## config.mk

```make
export PLATFORM = sky130hd
export DESIGN_NAME = grf_multiport_sb
export DESIGN_NICKNAME = d
export VERILOG_FILES = /design/src/rtl/grf_multiport_sb.sv
export SDC_FILE = /design/constraint.sdc
export NUM_CORES = 2
export LEC_CHECK = 0
export BUFFER_PORTS_ARGS = -buffer_cell sky130_fd_sc_hd__buf_2
export CORE_MARGIN = 2
export CORE_UTILIZATION = 31
export DETAILED_ROUTE_END_ITERATION = 10
export HOLD_SLACK_MARGIN = 0.05
export PLACE_DENSITY = 0.47
export SLEW_MARGIN = 30
export SYNTH_ARGS = -nofsm -noshare
export SYNTH_HDL_FRONTEND = slang
export SYNTH_SLANG_ARGS = --single-unit
```

## constraint.sdc

```tcl
create_clock -name Clk -period 5.46 [get_ports Clk]
set_input_delay 0.546 -clock Clk [delete_from_list [all_inputs] [get_ports Clk]]
set_output_delay 0.546 -clock Clk [all_outputs]
set_load 0.01 [all_outputs]
```

## src/rtl/grf_multiport_sb.sv

```systemverilog
// General register file: NREAD combinational read ports with same-cycle write
// bypass, NWRITE write ports (higher index = younger), and a per-register
// pending-write scoreboard that drives the hazard unit's RBusy/IssueReady.
module grf_multiport_sb #(
    parameter int unsigned DATA_W = 32,
    parameter int unsigned ADDR_W = 5,
    parameter int unsigned NREAD  = 2,
    parameter int unsigned NWRITE = 2,
    parameter int unsigned PEND_W = 2
) (
    input  logic                       Clk,
    input  logic                       Reset,
    input  logic [NREAD*ADDR_W-1:0]    RAddr,
    output logic [NREAD*DATA_W-1:0]    RData,
    output logic [NREAD-1:0]           RBusy,
    input  logic [NWRITE-1:0]          WEn,
    input  logic [NWRITE*ADDR_W-1:0]   WAddr,
    input  logic [NWRITE*DATA_W-1:0]   WData,
    input  logic [NWRITE-1:0]          WRetire,
    input  logic                       IssueEn,
    input  logic [ADDR_W-1:0]          IssueAddr,
    output logic                       IssueReady,
    output logic                       ErrUnderflow
);

    localparam int unsigned DEPTH = 2 ** ADDR_W;
    localparam int unsigned DEC_W = $clog2(NWRITE + 1);
    localparam int unsigned SUM_W = PEND_W + DEC_W + 1;
    localparam logic [PEND_W-1:0] CNT_MAX = '1;

    logic [DATA_W-1:0] regs    [DEPTH];
    logic [PEND_W-1:0] cnt     [DEPTH];
    logic [PEND_W-1:0] cnt_nxt [DEPTH];
    logic [DEC_W-1:0]  dec     [DEPTH];
    logic              issue_take;
    logic              any_underflow;

    // Number of retiring write ports targeting each register this cycle
    always_comb begin
        for (int r = 0; r < DEPTH; r++) begin
            dec[r] = '0;
            for (int w = 0; w < NWRITE; w++) begin
                if (r != 0 && WEn[w] && WRetire[w] &&
                    WAddr[w*ADDR_W +: ADDR_W] == ADDR_W'(r)) begin
                    dec[r] = dec[r] + DEC_W'(1);
                end
            end
        end
    end

    // Issue is refused only when the destination counter is saturated and nothing retires it
    always_comb begin
        IssueReady = 1'b1;
        if (IssueAddr != '0) begin
            IssueReady = (cnt[IssueAddr] != CNT_MAX) || (dec[IssueAddr] != '0);
        end
        issue_take = IssueEn && IssueReady && (IssueAddr != '0);
    end

    // Next pending count per register; over-retire clamps to zero and flags underflow
    always_comb begin
        any_underflow = 1'b0;
        for (int r = 0; r < DEPTH; r++) begin
            cnt_nxt[r] = cnt[r];
            if (SUM_W'(dec[r]) > SUM_W'(cnt[r])) begin
                cnt_nxt[r]    = '0;
                any_underflow = 1'b1;
            end else begin
                cnt_nxt[r] = PEND_W'(SUM_W'(cnt[r])
                                     + SUM_W'(issue_take && (IssueAddr == ADDR_W'(r)))
                                     - SUM_W'(dec[r]));
            end
        end
    end

    // Busy unless the pending count is zero or a retire this cycle drains it
    always_comb begin
        for (int i = 0; i < NREAD; i++) begin
            RBusy[i] = (cnt[RAddr[i*ADDR_W +: ADDR_W]] != '0) &&
                       !((dec[RAddr[i*ADDR_W +: ADDR_W]] != '0) &&
                         (cnt_nxt[RAddr[i*ADDR_W +: ADDR_W]] == '0));
        end
    end

    // Read mux with youngest-write-wins bypass; register 0 is never written so it reads 0
    always_comb begin
        for (int i = 0; i < NREAD; i++) begin
            RData[i*DATA_W +: DATA_W] = regs[RAddr[i*ADDR_W +: ADDR_W]];
            for (int w = 0; w < NWRITE; w++) begin
                if (WEn[w] && RAddr[i*ADDR_W +: ADDR_W] != '0 &&
                    WAddr[w*ADDR_W +: ADDR_W] == RAddr[i*ADDR_W +: ADDR_W]) begin
                    RData[i*DATA_W +: DATA_W] = WData[w*DATA_W +: DATA_W];
                end
            end
        end
    end

    // Storage, scoreboard and sticky error update; later ports overwrite earlier ones
    always_ff @(posedge Clk) begin
        if (Reset) begin
            for (int r = 0; r < DEPTH; r++) begin
                regs[r] <= '0;
                cnt[r]  <= '0;
            end
            ErrUnderflow <= 1'b0;
        end else begin
            for (int r = 0; r < DEPTH; r++) begin
                cnt[r] <= cnt_nxt[r];
            end
            for (int w = 0; w < NWRITE; w++) begin
                if (WEn[w] && WAddr[w*ADDR_W +: ADDR_W] != '0) begin
                    regs[WAddr[w*ADDR_W +: ADDR_W]] <= WData[w*DATA_W +: DATA_W];
                end
            end
            if (any_underflow) begin
                ErrUnderflow <= 1'b1;
            end
        end
    end

endmodule

```

# == Word level (Yosys, flattened, before mapping) ==
# Memories as Yosys holds them, arrays and structs flattened.
# Cells that the tools add are included.
# classes
mux,193
n_lt_le_gt_ge,35
bitwise,35
n_reduce_logical,130
eq_ne,98
n_addsub,94
# op_table
op,n
equality test 5 bit (second input constant),48
two-way mux 2 bit,105
two-way mux 32 bit,6
equality test 5 x 4 -> 1 bit (second input constant),24
logical AND 1 bit,112
two-way mux 1 bit,75
adder 2 x 1 -> 2 bit,32
OR reduction 32 bit,2
adder 1 x 1 -> 2 bit (second input constant),31
> comparator 2 bit,31
subtractor 2 bit,31
equality test 5 x 3 -> 1 bit (second input constant),12
binary-select mux 2 bit (select 5 bit),5
bitwise OR 1 bit,32
equality test 5 x 2 -> 1 bit (second input constant),6
nonzero test 5 bit,5
equality test 5 bit,4
greater-or-equal comparator 6 bit (second input constant),3
NOT 5 -> 6 bit,3
equality test 5 x 1 -> 1 bit (second input constant),3
two-way mux 5 bit,2
nonzero test 2 bit,5
logical NOT 5 bit,1
logical NOT 2 bit,2
other kinds (4),5
# totals
reg_bits,1
memories,2
mem_bits_rw,1088
# memory_table
memory,depth,width,read_ports,rd_clocked_by_memory_dff,write_ports,line_no,rtl
regs,32,32,2,0,32,31,logic [DATA_W-1:0] regs [DEPTH];
cnt,32,2,35,0,32,32,logic [PEND_W-1:0] cnt [DEPTH];

# == Logic depth before layout (Yosys ltp) ==
# logic_depth
word_depth,37
ltp_mapped,26
ltp_nobuf,23

# == Worst setup path after synthesis ==
# Ideal clock, no wire load.
# synth_timing
path_type,input-to-output
start,input WAddr[1]
end,output RBusy[1]
required_ns,4.914
cell_stages,25
slack_ns,-0.378
n_path_buf,3
arrival_time_ns,5.292
cell_sequence,clkbuf_1 nor2b_1 nand2b_1 clkbuf_1 nor4_1 ha_1 nor2_1 mux4_2 mux4_2 o211ai_1 nor2_1 a31oi_4 buf_4 nand3_1 ha_1 inv_1 ha_1 xor2_1 xnor2_1 o21ai_0 mux4_2 and2_1 o21ai_0 a21oi_1 nor4_1
# synth_between
elab_chain_cells,24
word_cells_on_any_way,332
cone_classes,94 x add/sub; 31 x order compare; 31 x eq/ne; 104 x mux; 72 x reduce/logical
# synth_lines
item,line_no,rtl
start: declaration,17,"input logic [NWRITE*ADDR_W-1:0] WAddr,"
"equality test 5 bit, or another cell as far along",44,WAddr[w*ADDR_W +: ADDR_W] == ADDR_W'(r)) begin
logical AND 1 bit,43,if (r != 0 && WEn[w] && WRetire[w] &&
two-way mux 1 bit,43,
adder 1 x 1 -> 2 bit,45,dec[r] = dec[r] + DEC_W'(1);
two-way mux 2 bit,43,
binary-select mux 2 bit (select 5 bit),55,IssueReady = (cnt[IssueAddr] != CNT_MAX) || (dec[IssueAddr] != '0);
two-way mux 2 bit (implied by the code) (2 in series),55,
nonzero test 2 bit,55,
[... 6 more ...],--,
subtractor 2 bit,71,- SUM_W'(dec[r]));
two-way mux 2 bit,65,if (SUM_W'(dec[r]) > SUM_W'(cnt[r])) begin
binary-select mux 2 bit (select 5 bit),81,(cnt_nxt[RAddr[i*ADDR_W +: ADDR_W]] == '0));
two-way mux 2 bit (implied by the code) (2 in series),81,
logical NOT 2 bit,81,
logical AND 1 bit (*),80,!((dec[RAddr[i*ADDR_W +: ADDR_W]] != '0) &&
logical NOT 1 bit (*),80,
logical AND 1 bit (*),79,RBusy[i] = (cnt[RAddr[i*ADDR_W +: ADDR_W]] != '0) &&
end: declaration,15,"output logic [NREAD-1:0] RBusy,"
# Mark *: on every way between the ends. The rest lies on a longest branch, timed or not. The select of a mux whose other input is x is not followed.

# == Worst setup path in the final report ==
# layout_timing
start,input WRetire[1]
end,output RBusy[1]
# layout_between
elab_chain_cells,22
word_cells_on_any_way,240
cone_classes,63 x add/sub; 31 x order compare; 73 x mux; 73 x reduce/logical
# layout_lines
item,line_no,rtl
start: declaration,19,"input logic [NWRITE-1:0] WRetire,"
logical AND 1 bit (*),43,
logical AND 1 bit,43,
two-way mux 2 bit,43,
binary-select mux 2 bit (select 5 bit),55,
two-way mux 2 bit (implied by the code) (2 in series),55,
nonzero test 2 bit,55,
logical OR 1 bit,55,
two-way mux 1 bit,54,if (IssueAddr != '0) begin
[... 4 more ...],--,
subtractor 2 bit,71,
two-way mux 2 bit,65,
binary-select mux 2 bit (select 5 bit),81,
two-way mux 2 bit (implied by the code) (2 in series),81,
logical NOT 2 bit,81,
logical AND 1 bit (*),80,
logical NOT 1 bit (*),80,
logical AND 1 bit (*),79,
# Marks and branches as above.

==> impl_metrics.py <==
metrics = {
    "run_status": {
        "outcome": "finished, violations left",
        "violations": "setup timing",
    },
    "logic_synthesis": {
        "dominantRegCellSynth": "edfxtp_1",
        "yosysUniqueCellTypes": 65,
        "most_common_cell_in_the_netlist": "edfxtp_1",
        "synth_area_per_cell_um2": 13.8,
        "post_synth_main_area_contributors": "edfxtp_1, mux4_2, a22o_1",
        "synth-edff-count": 1024,
        "async_set_reset_flop_share_out_of_synthesis": 0,
        "mappedNetlistArea_mm2": 0.0683,
        "syn_inst_count": 4964,
        "seq_area_frac_synth": 0.469,
        "ys.warnings.count": 0,
        "post-synth-top-area-fraction": 0.450,
        "post-synth-top-area-cell": "edfxtp_1",
        "synthTopCellsByCount": "edfxtp_1, a22o_1, mux4_2, clkbuf_1, nor2_1",
        "post_synthesis_register_bit_count": 1089,
    },
    "timing": {
        "timing_max_transition_violations_final": 0,
        "slew_headroom": 0.281,
        "measured_slew_at_the_worst_slew_check_pin_ns": 1.07,
        "finalSetupViolCount": 2,
        "totalNegativeSetupSlack_ns": -0.969,
        "fin_worst_hold_slack_ns": 0.454,
        "finalHoldViolCount": 0,
        "rsz0062_at_grt": "true",
        "layout_worst_path_cycle_share": 1.09,
        "layout_min_cycle_time_ns": 5.96,
        "worst_slack_ns": -0.501,
        "timing.clock.skew_ns": 0.0191,
        "max_freq_mhz": 168,
    },
    "worst_setup_path": {
        "cp-start-kind": "input port",
        "critical_path.endpoint_type": "output pin",
        "reg2reg_setup_slack_ns": 2.14,
        "crit_arrival_ns": 5.42,
        "path_max_fanout": 4,
        "critPathRequiredTime_ns": 4.91,
        "critPathKind": "input port to output pin",
    },
    "route": {
        "drt_iter0_markers": 7146,
        "wirelength_um": 316000,
        "vias": 52400,
        "routed_antenna_nets": 0,
        "first_pass_iters": 6,
        "post_drt_wl_per_cell_um": 39.4,
        "drcViolationCount": 0,
        "avgViaCountPerCell": 6.53,
    },
    "cts": {
        "clockBufferDepth": 3,
        "clk_sinks": 1089,
        "htree_levels": 4,
        "clockRootBuffer": "clkbuf_16",
        "cts_buffers": 133,
        "worst_setup_hold_path_clk_slew_ns": 0.06,
        "cts_tree": "yes",
        "clk-insertion-delay-late_ns": 0.82,
    },
    "layout": {
        "area_growth_pct": 16.2,
        "finish.utilization": 0.362,
        "drive_gt1_frac": 0.317,
        "finish.net_count": 5307,
        "finalNonFillerCells": 8030,
    },
    "global_routing": {
        "first_global_vias": 51700,
        "grt_max_degree": 88,
        "globalRouteOverflowTotal": 0,
        "antenna_found_initial": 19,
        "globalRouteTotalUtil": 0.276,
        "grt_pass1_wl_um": 431000,
    },
    "floorplan": {
        "die_h_um": 473,
        "row_count": 172,
        "design.portCount": 164,
        "start_util": 0.311,
        "core_area_mm2": 0.219,
        "die_area_mm2": 0.224,
        "die_width_um": 473,
    },
    "power": {
        "power_per_cell_area_mw_per_mm2": 280,
        "design_power_total_mw": 22.2,
        "ir_worst_vdd_mv": 0.254,
        "power.static_leakage_nw": 27.7,
    },
    "placement": {
        "dp.final_hpwl_um": 184000,
        "dp.cells": 7761,
        "globalplace.congestion": 0.875,
        "io_buffer_count": 163,
    },
    "run": {
        "max-cap-violations": 0,
    },
    "min_path": {
        "worst_hold_path_type": "input port to flip-flop",
    },
}
[power breakdown]
part	switching [mW]	internal [mW]	leakage, nW	total [mW]
clock	3.91	4.88	2.02	8.79
combinational	2.11	1.44	15.4	3.55
sequential	0.239	9.62	10.3	9.86
total	6.25	15.9	27.7	22.2
[layout by cell type, fill, tap and decap left out, drive strengths merged, types with 6 or more instances in the layout]
cell    count
edfxtp   1024
a22o      992
mux4      669
buf       590
o21ai     221
nor2      209
nand2     198
clkbuf    160
ha        157
inv       148
nor3       92
mux2i      71
dfxtp      65
clkinv     57
a21oi      46
xor2       44
nor2b      41
conb       33
nand3      33
and3       31
nor3b      30
a211oi     28
xnor2      24
a31oi      21
and3b      20
nand2b     19
nor4       14
o21a       10
o31ai       9
or3         9
o211ai      7
bufinv      7
and2        7
nand3b      6
nand4       6
[routing by layer]
layer  GRT usage  share of wire  vias to the layer above
met4       0.113          0.045                        4
met1       0.365           0.39                    27700
met2       0.430           0.45                     3491
li1            -              -                    20500
met5           0       0.000085                        -
met3      0.0719           0.11                      770
[sequential cells by signal, indices dropped and copies added, names as in the netlist]
name	flops
regs	1024
ErrUnderflow	1
cnt	64
[cells by family after synthesis]
kind of cell               share of synthesized area
AOI/OAI and AO/OA                              0.160
and+or+nand+nor                               0.0510
buffers and inverters                         0.0497
other                                      0.0000549
xor gates and xnor gates                     0.00905
DFF                                            0.469
adders and majority gates                     0.0288
muxes                                          0.232
[area by class of cell]
type | instances | area (um2)
sequential | 1089 | 32100
clock buffer | 160 | 3460
tap | 2871 | 3590
antenna | 5 | 12.5
multi-input combinational | 3100 | 34200
clock inverter | 75 | 679
fill | 20700 | 140000
timing repair buffer | 590 | 4780
inverter | 140 | 526
[timing repair]
action,in CTS,in global routing
gates resized for setup,111,27
pin swaps,28,22
endpoints found under the hold margin,0,0
hold buffers,0,0
buffers inserted,19,7
setup endpoints to repair,2,2
[per-stage QoR]
stage	area [um2]	worst slack (ns)
after CTS	79000	-0.338
after floorplan	68500	-0.0384
after global placement	74200	-0.741
after global routing	79300	-0.716
final	79300	-0.501
after detailed placement	74300	-0.747
[final timing paths]
kind,start,depth (start not counted),end
max,WRetire[1],25,RBusy[1]
min reg2reg,ErrUnderflow,2,ErrUnderflow
min,WData[1],3,regs[26][1]
max reg2reg,cnt[29][0],16,cnt[19][1]
[worst max-delay path, stage by stage]
cell and delay (ns):
buf_12 0.11, and2_4 0.16, buf_12 0.13, buf_4 0.14, nand2b_4 0.09, nor2_1 0.05, ha_2 0.35, nor2_2 0.05
mux4_2 0.47, mux4_2 0.52, a31oi_4 0.21, buf_6 0.15, nand3_4 0.07, ha_4 0.28, inv_2 0.04, ha_4 0.16
xor2_2 0.17, xnor2_1 0.20, o21ai_1 0.12, mux4_2 0.50, and2_4 0.18, o21ai_2 0.12, a21oi_2 0.08, nor4_4 0.31
buf_2 0.18
Note: power is estimated with default switching activity, not from simulation.
